[config.mk]
export PLATFORM = sky130hd
export DESIGN_NAME = tree_node_datapath
export DESIGN_NICKNAME = d
export VERILOG_FILES = /design/src/rtl/dtree_pkg.sv /design/src/rtl/node_mac.sv /design/src/rtl/tree_node_datapath.sv
export SDC_FILE = /design/constraint.sdc
export NUM_CORES = 1
export LEC_CHECK = 0
export BUFFER_PORTS_ARGS = -buffer_cell sky130_fd_sc_hd__buf_2
export CAP_MARGIN = 20
export CORE_MARGIN = 4
export CORE_UTILIZATION = 57
export CTS_CLUSTER_DIAMETER = 200
export DETAILED_ROUTE_END_ITERATION = 16
export GPL_ROUTABILITY_DRIVEN = 1
export GPL_TIMING_DRIVEN = 0
export PLACE_DENSITY = 0.78
export SYNTH_ARGS = -nofsm -noshare
export SYNTH_HDL_FRONTEND = slang
export SYNTH_SLANG_ARGS = --single-unit
[constraint.sdc]
create_clock -name clk -period 8.3 [get_ports clk]
set_input_delay 1.66 -clock clk [delete_from_list [all_inputs] [get_ports clk]]
set_output_delay 1.66 -clock clk [all_outputs]
set_load 0.02 [all_outputs]
[src/rtl/dtree_pkg.sv]
// dtree_pkg: parameter defaults, accumulator sizing and state encoding shared
// by the decision-tree datapath and its control sequencer.
package dtree_pkg;
    localparam int FEATURES         = 3;
    localparam int COEFF_BIT_DEPTH  = 4;
    localparam int BIAS_BIT_DEPTH   = 10;
    localparam int SAMPLE_BIT_DEPTH = 8;

    function automatic int acc_width(input int f, input int c, input int b, input int s);
        return ((b > s + c) ? b : s + c) + $clog2(f) + 1;
    endfunction

    localparam int ACC_BIT_DEPTH = acc_width(FEATURES, COEFF_BIT_DEPTH, BIAS_BIT_DEPTH, SAMPLE_BIT_DEPTH);

    typedef enum logic {
        IDLE = 1'b0,
        EVAL = 1'b1
    } state_e;
endpackage

[src/rtl/node_mac.sv]
// node_mac: per-cycle term selection (x, coeff*x or zero) and the
// bias-loaded running accumulator for one hyperplane node.
module node_mac #(
    parameter int COEFF_BIT_DEPTH  = dtree_pkg::COEFF_BIT_DEPTH,
    parameter int BIAS_BIT_DEPTH   = dtree_pkg::BIAS_BIT_DEPTH,
    parameter int SAMPLE_BIT_DEPTH = dtree_pkg::SAMPLE_BIT_DEPTH,
    parameter int ACC_BIT_DEPTH    = dtree_pkg::ACC_BIT_DEPTH
) (
    input  logic                               clk,
    input  logic                               reset,
    input  logic                               en,
    input  logic                               load_bias,
    input  logic                               zero_term,
    input  logic                               is_one,
    input  logic                               mult,
    input  logic signed [COEFF_BIT_DEPTH-1:0]  coeff,
    input  logic signed [SAMPLE_BIT_DEPTH-1:0] x,
    input  logic signed [BIAS_BIT_DEPTH-1:0]   bias,
    output logic signed [ACC_BIT_DEPTH-1:0]    acc
);
    localparam int PW = COEFF_BIT_DEPTH + SAMPLE_BIT_DEPTH;

    logic signed [PW-1:0]            prod;
    logic signed [ACC_BIT_DEPTH-1:0] x_ext, prod_ext, bias_ext, term, acc_d, acc_q;

    always_comb begin
        prod     = coeff * x;
        x_ext    = {{(ACC_BIT_DEPTH-SAMPLE_BIT_DEPTH){x[SAMPLE_BIT_DEPTH-1]}}, x};
        prod_ext = {{(ACC_BIT_DEPTH-PW){prod[PW-1]}}, prod};
        bias_ext = {{(ACC_BIT_DEPTH-BIAS_BIT_DEPTH){bias[BIAS_BIT_DEPTH-1]}}, bias};
        term     = zero_term ? '0 : is_one ? x_ext : mult ? prod_ext : '0;
        acc_d    = en ? (load_bias ? bias_ext : acc_q) + term : acc_q;
    end

    always_ff @(posedge clk or negedge reset) begin
        if (!reset) acc_q <= '0;
        else        acc_q <= acc_d;
    end

    assign acc = acc_q;
endmodule

[src/rtl/tree_node_datapath.sv]
// tree_node_datapath: latches one spike's features and evaluates one
// hyperplane node per control burst, reporting the sign as child_direction.
module tree_node_datapath
    import dtree_pkg::*;
#(
    parameter int FEATURES         = dtree_pkg::FEATURES,
    parameter int COEFF_BIT_DEPTH  = dtree_pkg::COEFF_BIT_DEPTH,
    parameter int BIAS_BIT_DEPTH   = dtree_pkg::BIAS_BIT_DEPTH,
    parameter int SAMPLE_BIT_DEPTH = dtree_pkg::SAMPLE_BIT_DEPTH,
    parameter int ACC_BIT_DEPTH    = acc_width(FEATURES, COEFF_BIT_DEPTH, BIAS_BIT_DEPTH, SAMPLE_BIT_DEPTH)
) (
    input  logic                                   clk,
    input  logic                                   reset,
    input  logic [FEATURES*SAMPLE_BIT_DEPTH-1:0]   feature_in,
    input  logic                                   feature_valid,
    output logic                                   feature_ready,
    input  logic                                   load_bias,
    input  logic                                   add,
    input  logic                                   mult,
    input  logic signed [COEFF_BIT_DEPTH-1:0]      coeff,
    input  logic                                   is_one,
    input  logic signed [BIAS_BIT_DEPTH-1:0]       bias,
    input  logic                                   out_valid,
    output logic                                   child_direction,
    output logic                                   next,
    output logic signed [ACC_BIT_DEPTH-1:0]        acc,
    output logic                                   seq_error
);
    localparam int IW = $clog2(FEATURES + 1);

    state_e                             state_q, state_d;
    logic                               ready_q, ready_d, next_q, next_d;
    logic                               err_q, err_d, child_q, child_d, added_q, added_d;
    logic [IW-1:0]                      idx_q, idx_d, sel;
    logic signed [SAMPLE_BIT_DEPTH-1:0] feat_q [FEATURES];
    logic signed [SAMPLE_BIT_DEPTH-1:0] feat_d [FEATURES];
    logic                               cap, do_add, over;

    always_comb begin
        cap     = (state_q == IDLE) && ready_q && feature_valid;
        do_add  = (state_q == EVAL) && add;
        over    = do_add && !load_bias && (idx_q == IW'(FEATURES));
        state_d = cap ? EVAL : ((state_q == EVAL) && out_valid) ? IDLE : state_q;
        ready_d = state_d == IDLE;
        next_d  = cap;
        idx_d   = cap ? '0 : !do_add ? idx_q : load_bias ? IW'(1) : over ? idx_q : IW'(idx_q + 1'b1);
        err_d   = err_q | over;
        added_d = do_add;
        child_d = (added_q && !do_add) ? ~acc[ACC_BIT_DEPTH-1] : child_q;
        // An exhausted index reads feature 0; its term is forced to zero anyway.
        sel     = (load_bias || idx_q >= IW'(FEATURES)) ? '0 : idx_q;
        feat_d  = feat_q;
        for (int i = 0; i < FEATURES; i++)
            if (cap) feat_d[i] = feature_in[(FEATURES-1-i)*SAMPLE_BIT_DEPTH +: SAMPLE_BIT_DEPTH];
    end

    always_ff @(posedge clk or negedge reset) begin
        if (!reset) begin
            state_q <= IDLE;
            ready_q <= 1'b0;
            next_q  <= 1'b0;
            idx_q   <= '0;
            err_q   <= 1'b0;
            child_q <= 1'b0;
            added_q <= 1'b0;
        end else begin
            state_q <= state_d;
            ready_q <= ready_d;
            next_q  <= next_d;
            idx_q   <= idx_d;
            err_q   <= err_d;
            child_q <= child_d;
            added_q <= added_d;
        end
    end

    always_ff @(posedge clk) feat_q <= feat_d;

    node_mac #(
        .COEFF_BIT_DEPTH (COEFF_BIT_DEPTH),
        .BIAS_BIT_DEPTH  (BIAS_BIT_DEPTH),
        .SAMPLE_BIT_DEPTH(SAMPLE_BIT_DEPTH),
        .ACC_BIT_DEPTH   (ACC_BIT_DEPTH)
    ) u_mac (
        .clk      (clk),
        .reset    (reset),
        .en       (do_add),
        .load_bias(load_bias),
        .zero_term(over),
        .is_one   (is_one),
        .mult     (mult),
        .coeff    (coeff),
        .x        (feat_q[sel]),
        .bias     (bias),
        .acc      (acc)
    );

    assign feature_ready   = ready_q;
    assign next            = next_q;
    assign seq_error       = err_q;
    assign child_direction = child_q;
endmodule

### Word-level counts from Yosys, hierarchy flattened

Index checks and enable logic that the tools add are counted.

* register bits after elaboration: 47
* output and inout port bits: 19
* logic and storage cells: 49
* bits of input ports: 46

* multiply operators: 1
* bitwise gates (word level): 5
* muxes and demuxes: 14
* reduce and logical (&&, ||, !) cells: 12
* add/sub/neg operators: 2
* $lt $le $gt $ge: 2
* eq/ne operators: 2

Operators by type and width (count)
* $mux 15: 4
* $bmux 8 s2: 1
* $mux 8: 2
* $add 15x15->15: 1
* $mul 4x8->12: 1
* $mux 2: 5
* $logic_and 1x1->1: 7
* $ge 3x3->1 const B: 1
* $ne 3x3->1 const B: 1
* $not 1->1: 3
* $not 2->3: 1
* $add 2x1->2 const B: 1
* $eq 2x2->1 const B: 1
* $ge 2x2->1 const B: 1
* $logic_not 1->1: 2
* $mux 1: 2
* $reduce_and 2->1: 1
* $reduce_bool 2->1: 1
* $logic_or 1x1->1: 1
* $or 1x1->1: 1

### Logic depth before layout (Yosys ltp)

Gate-level depths: netlist of the first run.

* depth after elaboration: 12
* depth in mapped cells: 31
* gate-level depth less buffers: 31

### By module

A second synthesis of the first run with hierarchy kept.

* cell total of the unflattened synthesis: 377
* area total of the unflattened synthesis: 3852.4 µm²

By module, submodules not included
* node_mac: cells an instance 285, sequential area each 375.4 µm², times used 1, area each 2547.4 µm²
* tree_node_datapath: cells an instance 92, sequential area each 920.9 µm², times used 1, area each 1305.0 µm²

### Least setup slack after synthesis of the first run

OpenSTA, ideal clock, no wires.

* path kind: input to register
* from: input load_bias
* to: register u_mac.acc_q[14], in the netlist u_mac.acc[14]
* setup slack: 1.198 ns
* library setup time: 0.132 ns
* cell stages on the path: 28
* arrival time: 6.970 ns
* required time: 8.168 ns
* buffers on the path: 1
* cells stage by stage: or2_1 > buf_6 > a221oi_1 > nand2_1 > fa_1 > fa_1 > fa_1 > inv_1 > ha_1 > inv_1 > fa_1 > nor2b_1 > o2111ai_1 > nand2_1 > nor2_1 > xnor2_1 > nand2_1 > a21oi_1 > ha_1 > and3_1 > o21ai_0 > o21ai_1 > nor4_1 > nor2_1 > a31oi_4 > xnor2_4 > mux2i_1 > o211ai_1

* longest elaborated chain between the ends: 11
* elaborated cells on any way between the ends: 15
* those cells by class: add/sub (1); mul (1); mux (8); bitwise (1); reduce/logical (4)

Ends and longest elaborated chain
* from (decl): line tree_node_datapath.sv:17 `input logic load_bias,`
* $logic_or 1x1->1: line tree_node_datapath.sv:51 `sel = (load_bias || idx_q >= IW'(FEATURES)) ? '0 : idx_q;`
* $mux 2: line tree_node_datapath.sv:51
* $not 2->3 (implied by the code): line tree_node_datapath.sv:93 `.x (feat_q[sel]),`
* $bmux 8 s2: line tree_node_datapath.sv:93
* $mux 8 (implied by the code) (2 in series): line tree_node_datapath.sv:93
* $mul 4x8->12: line node_mac.sv:27 `prod = coeff * x;`
* $mux 15 (3 in series): line node_mac.sv:31 `term = zero_term ? '0 : is_one ? x_ext : mult ? prod_ext : '0;`
* $add 15x15->15 (*): line node_mac.sv:32 `acc_d = en ? (load_bias ? bias_ext : acc_q) + term : acc_q;`
* to (signal assigned): line node_mac.sv:36 `if (!reset) acc_q <= '0;`
* to (signal assigned): line node_mac.sv:37 `else acc_q <= acc_d;`
* to (decl): line node_mac.sv:24 `logic signed [ACC_BIT_DEPTH-1:0] x_ext, prod_ext, bias_ext, term, acc_d, acc_q;`

Every way passes the cells marked *; elsewhere a longest branch is shown, timed or not. The select of a mux whose other input is x is not followed.
A chain may end at the register's enable or synchronous reset.

### Worst setup path after layout of the first run

Same ends and word-level chain as after synthesis.

==> flow_metrics.tcl, run 1 <==
set metrics [dict create \
    dieArea_um2 8090 \
    cts_resized 0 \
    critPathMaxStageDelay_ns 0.61 \
    seqCellArea_um2 1300 \
    ys_types 50 \
    hold_viol_final 0 \
    numCtsBuffers 5 \
    fin_crit_ns 7.66 \
    p_leak_nw 2.04 \
    utilization_pct 68.3 \
    power_mw 1.87 \
    status "finished, final reports clean" \
    max_freq_mhz 131 \
    die_x_um 89.9 \
    crit_arrival_ns 7.84 \
    syn_area_per_cell_um2 9.81 \
    max-cap-violations 0 \
    synth_area_leaders "edfxtp_1, dfrtp_1, ha_1, fa_1, nand2_1" \
    n_antenna_cell 0 \
    finalSetupTns_ns 0 \
    slew_violations 0 \
    worst_pin_slew_ns 0.751 \
    slew_headroom_pct 50.0 \
    drt_iter0_markers 133 \
    first_global_vias 3228 \
    setup_viol 0 \
    nFillCells 523 \
    track_usage_pct 21.6 \
    synthSimpleGateAreaFrac_pct 16.7 \
    finalCritPeriodShare_pct 92.3 \
    dp_hpwl_um 6430 \
    hold_buffers 0 \
    synth_top_family_by_area "adder cells" \
    rsz0062_at_grt "false" \
    clockRootBuffer "clkbuf_8" \
    synth.mux.area_fraction_pct 4.05 \
    synth_top_area_share_pct 18.8 \
    ir_drop_v 0.000174 \
    critPathCaptureType "flop" \
    fin_ws_ns 0.639 \
    yosysTopAreaCell "edfxtp_1" \
    syn_area_um2 3830 \
    clockBufferDepth 2 \
    multi_input_area_um2 2380 \
    antenna_found_initial 0 \
    io_buffers 62 \
    globalplace.congestion 0.857 \
    clk_pin_slew_ns 0.08 \
    cp_max_fo 9 \
    finClkSkew_ns 0.0148 \
    start_util_pct 59.6 \
    design_area_um2 4380 \
    drive_gt1_share_pct 21.0 \
    place_area_um2 4250 \
    drc 0 \
    cp_data_required_time_ns 8.48 \
    cpMostUsedCell "fa_1" \
    numClockSinks 47 \
    synthArstFlopShare_pct 48.9 \
    cp_top_family "adder cells" \
    synth_flop_cell "edfxtp_1" \
    instances_no_fill 538 \
    h-tree-depth 2 \
    antenna_left 0 \
    wire_per_inst_um 15.0 \
    rows 29 \
    synth_edf_count 24 \
    synthAdderAreaFrac_pct 20.9 \
    synth_compound_area_share_pct 15.3 \
    dr.pass1.iters 4 \
    via_per_inst 5.65 \
    synthCells 390 \
    ys_ff_latch 47 \
    dieHeight_um 89.9 \
    startpoint_type "input pin" \
    grt.overflow.total 0 \
    grt_first_pass_wirelength_um 14500 \
    cts_tree "done" \
    coreArea_um2 6420 \
    num_io_pins 65 \
    syn-num-nets 489 \
    dpl_worst_slack_ns 0.342 \
    path_class "input pin to flop" \
    dp_cells 530 \
    postCtsSetupRepairBufs 0 \
    grt_max_degree 24 \
    p_per_area_nw_per_um2 427 \
    path_buf_inv 4 \
    ys_warn_count 0 \
    totalWireLength_um 8060 \
    synth-seq-area-share_pct 33.9 \
    hp-class "flop to flop" \
    nets 559 \
    synth-xor-area-share_pct 5.30 \
    clock_latency_ns 0.31 \
    syn_to_final_growth_pct 14.5 \
    cpMaxStageDelayCell "a221oi_1" \
    fin_hold_ws_ns 0.479 \
    via_count 3040 \
]
## state kept, by name, indices dropped and copies added (netlist names)
name             cells
child_direction      1
state_q              1
feat_q              24
seq_error            1
next                 1
added_q              1
u_mac.acc           15
idx_q                2
feature_ready        1
## where the power goes
part / switching, mW / internal (mW)
clock network: 0.0798 / 0.120
registers: 0.0421 / 0.321
logic: 0.731 / 0.580
## worst register-to-register path, delay by kind of cell (launching register included)
family,cells,cell delay (ns)
multiplexers,1,0.19
buffers and inverters,3,0.28
flip-flops,1,0.48
AND/OR/NAND/NOR,9,1.40
adder cells (fa/ha/maj),7,2.64
XOR/XNOR,2,0.30
AO/OA/AOI/OAI,7,1.57
## worst paths after layout
check	cells past startpoint	startpoint	slack [ns]	to
setup / recovery	29	load_bias	0.64	u_mac.acc[14]
hold / removal	1	seq_error	0.48	seq_error
setup reg to reg	29	idx_q[0]	1.33	u_mac.acc[14]
hold reg to reg	1	seq_error	0.48	seq_error
max in group asynchronous	1	reset	6.62	idx_q[0]
min in group asynchronous	1	reset	1.31	u_mac.acc[11]
## cell usage after synthesis (7+ instances only)
cell type	number
clkbuf_1	8
nor2_1	23
nand2b_1	11
inv_1	24
nand2_1	41
xnor2_1	14
and2_1	13
dfrtp_1	23
fa_1	18
nand3_1	7
a21oi_1	25
o21ai_0	27
ha_1	35
mux2_2	12
nor2b_1	17
edfxtp_1	24
a21o_1	7
## logic make-up (layout without fill, tap and decap cells)
| logic type | Yosys count | after routing |
|---|---|---|
| muxes | 14 | 14 |
| xor gates and xnor gates | 21 | 21 |
| and+or+nand+nor | 129 | 129 |
| buffers and inverters | 37 | 108 |
| DFF | 47 | 47 |
| adders and majority gates | 53 | 53 |
| AOI/OAI and AO/OA | 89 | 89 |
## final cells by class
| class | count | area share [%] |
|---|---|---|
| Inverter | 25 | 2.14 |
| Buffer | 12 | 1.28 |
| Multi-Input combinational cell | 306 | 54.4 |
| Clock inverter | 2 | 1.37 |
| Clock buffer | 6 | 1.66 |
| Timing Repair Buffer | 63 | 7.42 |
| Tap cell | 77 | 2.20 |
| Sequential cell | 47 | 29.6 |
## layout by cell type (no fill, tap or decap), drive strengths merged, types with 17 or more instances in the layout
cell type / n
nor2: 24
dfrtp: 23
nand2: 44
a21oi: 25
ha: 35
buf: 67
nor2b: 17
edfxtp: 24
inv: 24
o21ai: 28
fa: 18
## per-layer routing
layer	vias to the layer above	wire, um	track usage, %
met4	0	150	8.29
met2	76	3980	36.7
met1	1458	3500	27.4
met3	16	424	4.09
met5	-	0	0
li1	1490	-	-
Note: power is estimated with default switching activity, not from simulation.
==> run 2, diff against run 1 <==
RECOVER_POWER = 100   (was not set)
==> run 2 against run 1 <==
  * Largest power group unchanged
  * Non-clock buffer count did not move
  * Core utilization shrank 0.68 points
  * Sequential power about the same
  * First-iteration DRC count up 2.3%
  * Sequential share of layout area up 0.30 points
  * Power down 0.92%
  * Wire length decreased by 0.42%
  * Register-to-register slack is essentially flat
==> flow_metrics.tcl, run 2 (synthesized netlist as in run 1, its figures left out) <==
set metrics [dict create \
    status "finished, final reports clean" \
    totalWireLength_um 8030 \
    start_util_pct 59.6 \
    first_global_vias 3228 \
    final_common_cell "buf_2" \
    track_usage_pct 21.6 \
    dr.pass1.iters 4 \
    cts_tree "done" \
    clock_latency_ns 0.31 \
    regMostFlops "feat_q" \
    slew_headroom_pct 15.9 \
    cp_data_required_time_ns 8.47 \
    numClockSinks 47 \
    p_per_area_nw_per_um2 428 \
    cpMaxStageDelayCell "fa_1" \
    h-tree-depth 2 \
    finClkSkew_ns 0.0144 \
    critPathCaptureType "flop" \
    num_io_pins 65 \
    antenna_left 0 \
    crit_arrival_ns 7.84 \
    clockRootBuffer "clkbuf_8" \
    rows 29 \
    critPathMaxStageDelay_ns 0.60 \
    finalSetupTns_ns 0 \
    postCtsSetupRepairBufs 0 \
    path_class "input pin to flop" \
    max-cap-violations 0 \
    holdPathStages 1 \
    ff2ff_setup_slack_ns 1.33 \
    drc 0 \
    n_antenna_cell 0 \
    worstRegToRegCells 26 \
    max_freq_mhz 130 \
    wire_per_inst_um 14.9 \
    drive_gt1_share_pct 15.6 \
    hold_viol_final 0 \
    finalCritPeriodShare_pct 92.4 \
    ir_drop_v 0.000170 \
    coreArea_um2 6420 \
    r2r_start "idx_q[0]" \
    antenna_found_initial 0 \
    io_buffers 62 \
    via_count 3045 \
    clockBufferDepth 2 \
    dieHeight_um 89.9 \
    rsz0062_at_grt "false" \
    grt_max_degree 24 \
    p_leak_nw 1.97 \
    nets 559 \
    cpMostUsedCell "fa_1" \
    place_area_um2 4250 \
    final_cell_mix "buf_2, nand2_1, ha_1" \
    globalplace.congestion 0.857 \
    cp_max_fo 9 \
    numCtsBuffers 5 \
    largest_reg_flops 24 \
    cts_resized 0 \
    dp_hpwl_um 6430 \
    fin_crit_ns 7.67 \
    hold_buffers 0 \
    via_per_inst 5.66 \
    startpoint_type "input pin" \
    fin_hold_ws_ns 0.482 \
    min_to "seq_error" \
    syn_to_final_growth_pct 13.4 \
    hp-class "flop to flop" \
    setup_viol 0 \
    grt_first_pass_wirelength_um 14500 \
    power_mw 1.86 \
    dieArea_um2 8090 \
    slew_violations 0 \
    worst_pin_slew_ns 1.26 \
    hold_path_startpoint "seq_error" \
    clk_pin_slew_ns 0.08 \
    design_area_um2 4340 \
    r2r-end "u_mac.acc[14]" \
    die_x_um 89.9 \
    grt.overflow.total 0 \
    drt_iter0_markers 136 \
]
run 2: cell count changes in the layout (fill, tap and decap cells not counted), sizes merged:
cell | previous run | this run
buf | 67 | 44
clkbuf | 14 | 37
run 2: worst max-delay path by stage:
stage	startpoint	end	slack, ns	depth (start not counted)
after CTS	load_bias	u_mac.acc[14]	0.64	29
after global routing	load_bias	u_mac.acc[14]	0.11	26
after global placement	load_bias	u_mac.acc[14]	0.49	29
final	load_bias	u_mac.acc[14]	0.63	26
after detailed placement	load_bias	u_mac.acc[14]	0.34	29
after floorplan	load_bias	u_mac.acc[14]	1.20	28
run 2: cell type report:
class	instances	area, um^2
Tap cell	77	96.3
Fill cell	535	2080
Buffer	12	55.1
Clock inverter	2	60.1
Sequential cell	47	1300
Timing Repair Buffer	63	288
Clock buffer	6	72.6
Multi-Input combinational cell	306	2380
Inverter	25	93.8
run 2: power by group:
| part | internal [mW] | switching (mW) | total [mW] |
|---|---|---|---|
| clock network | 0.120 | 0.0786 | 0.199 |
| registers | 0.322 | 0.0432 | 0.365 |
| logic | 0.564 | 0.729 | 1.29 |
run 2: layer usage:
layer	vias to the layer above	global-route usage, %	routed length (um)
li1	1496	-	-
met1	1455	27.4	3480
met2	78	36.7	3960
met3	16	4.09	461
met4	0	8.29	137
met5	-	0	0
run 2: critical path: cells and delay by family:
kind | cells | cell delay, ns
buffers and inverters | 4 | 0.39
AND/OR/NAND/NOR | 7 | 1.26
AO/OA/AOI/OAI | 5 | 1.19
multiplexers | 2 | 0.41
adder cells (fa/ha/maj) | 6 | 2.53
XOR/XNOR | 2 | 0.39
run 2: per-stage QoR:
| step | std cells | util (%) | setup WS (ns) |
|---|---|---|---|
| 2_1_floorplan | 390 | - | 1.20 |
| 4_1_cts | 538 | 68.3 | 0.642 |
| 5_1_grt | 538 | 67.6 | 0.113 |
| 3_3_place_gp | 529 | 65.9 | 0.492 |
| 3_5_place_dp | 530 | 66.2 | 0.342 |
| 6_report | 538 | 67.6 | 0.634 |
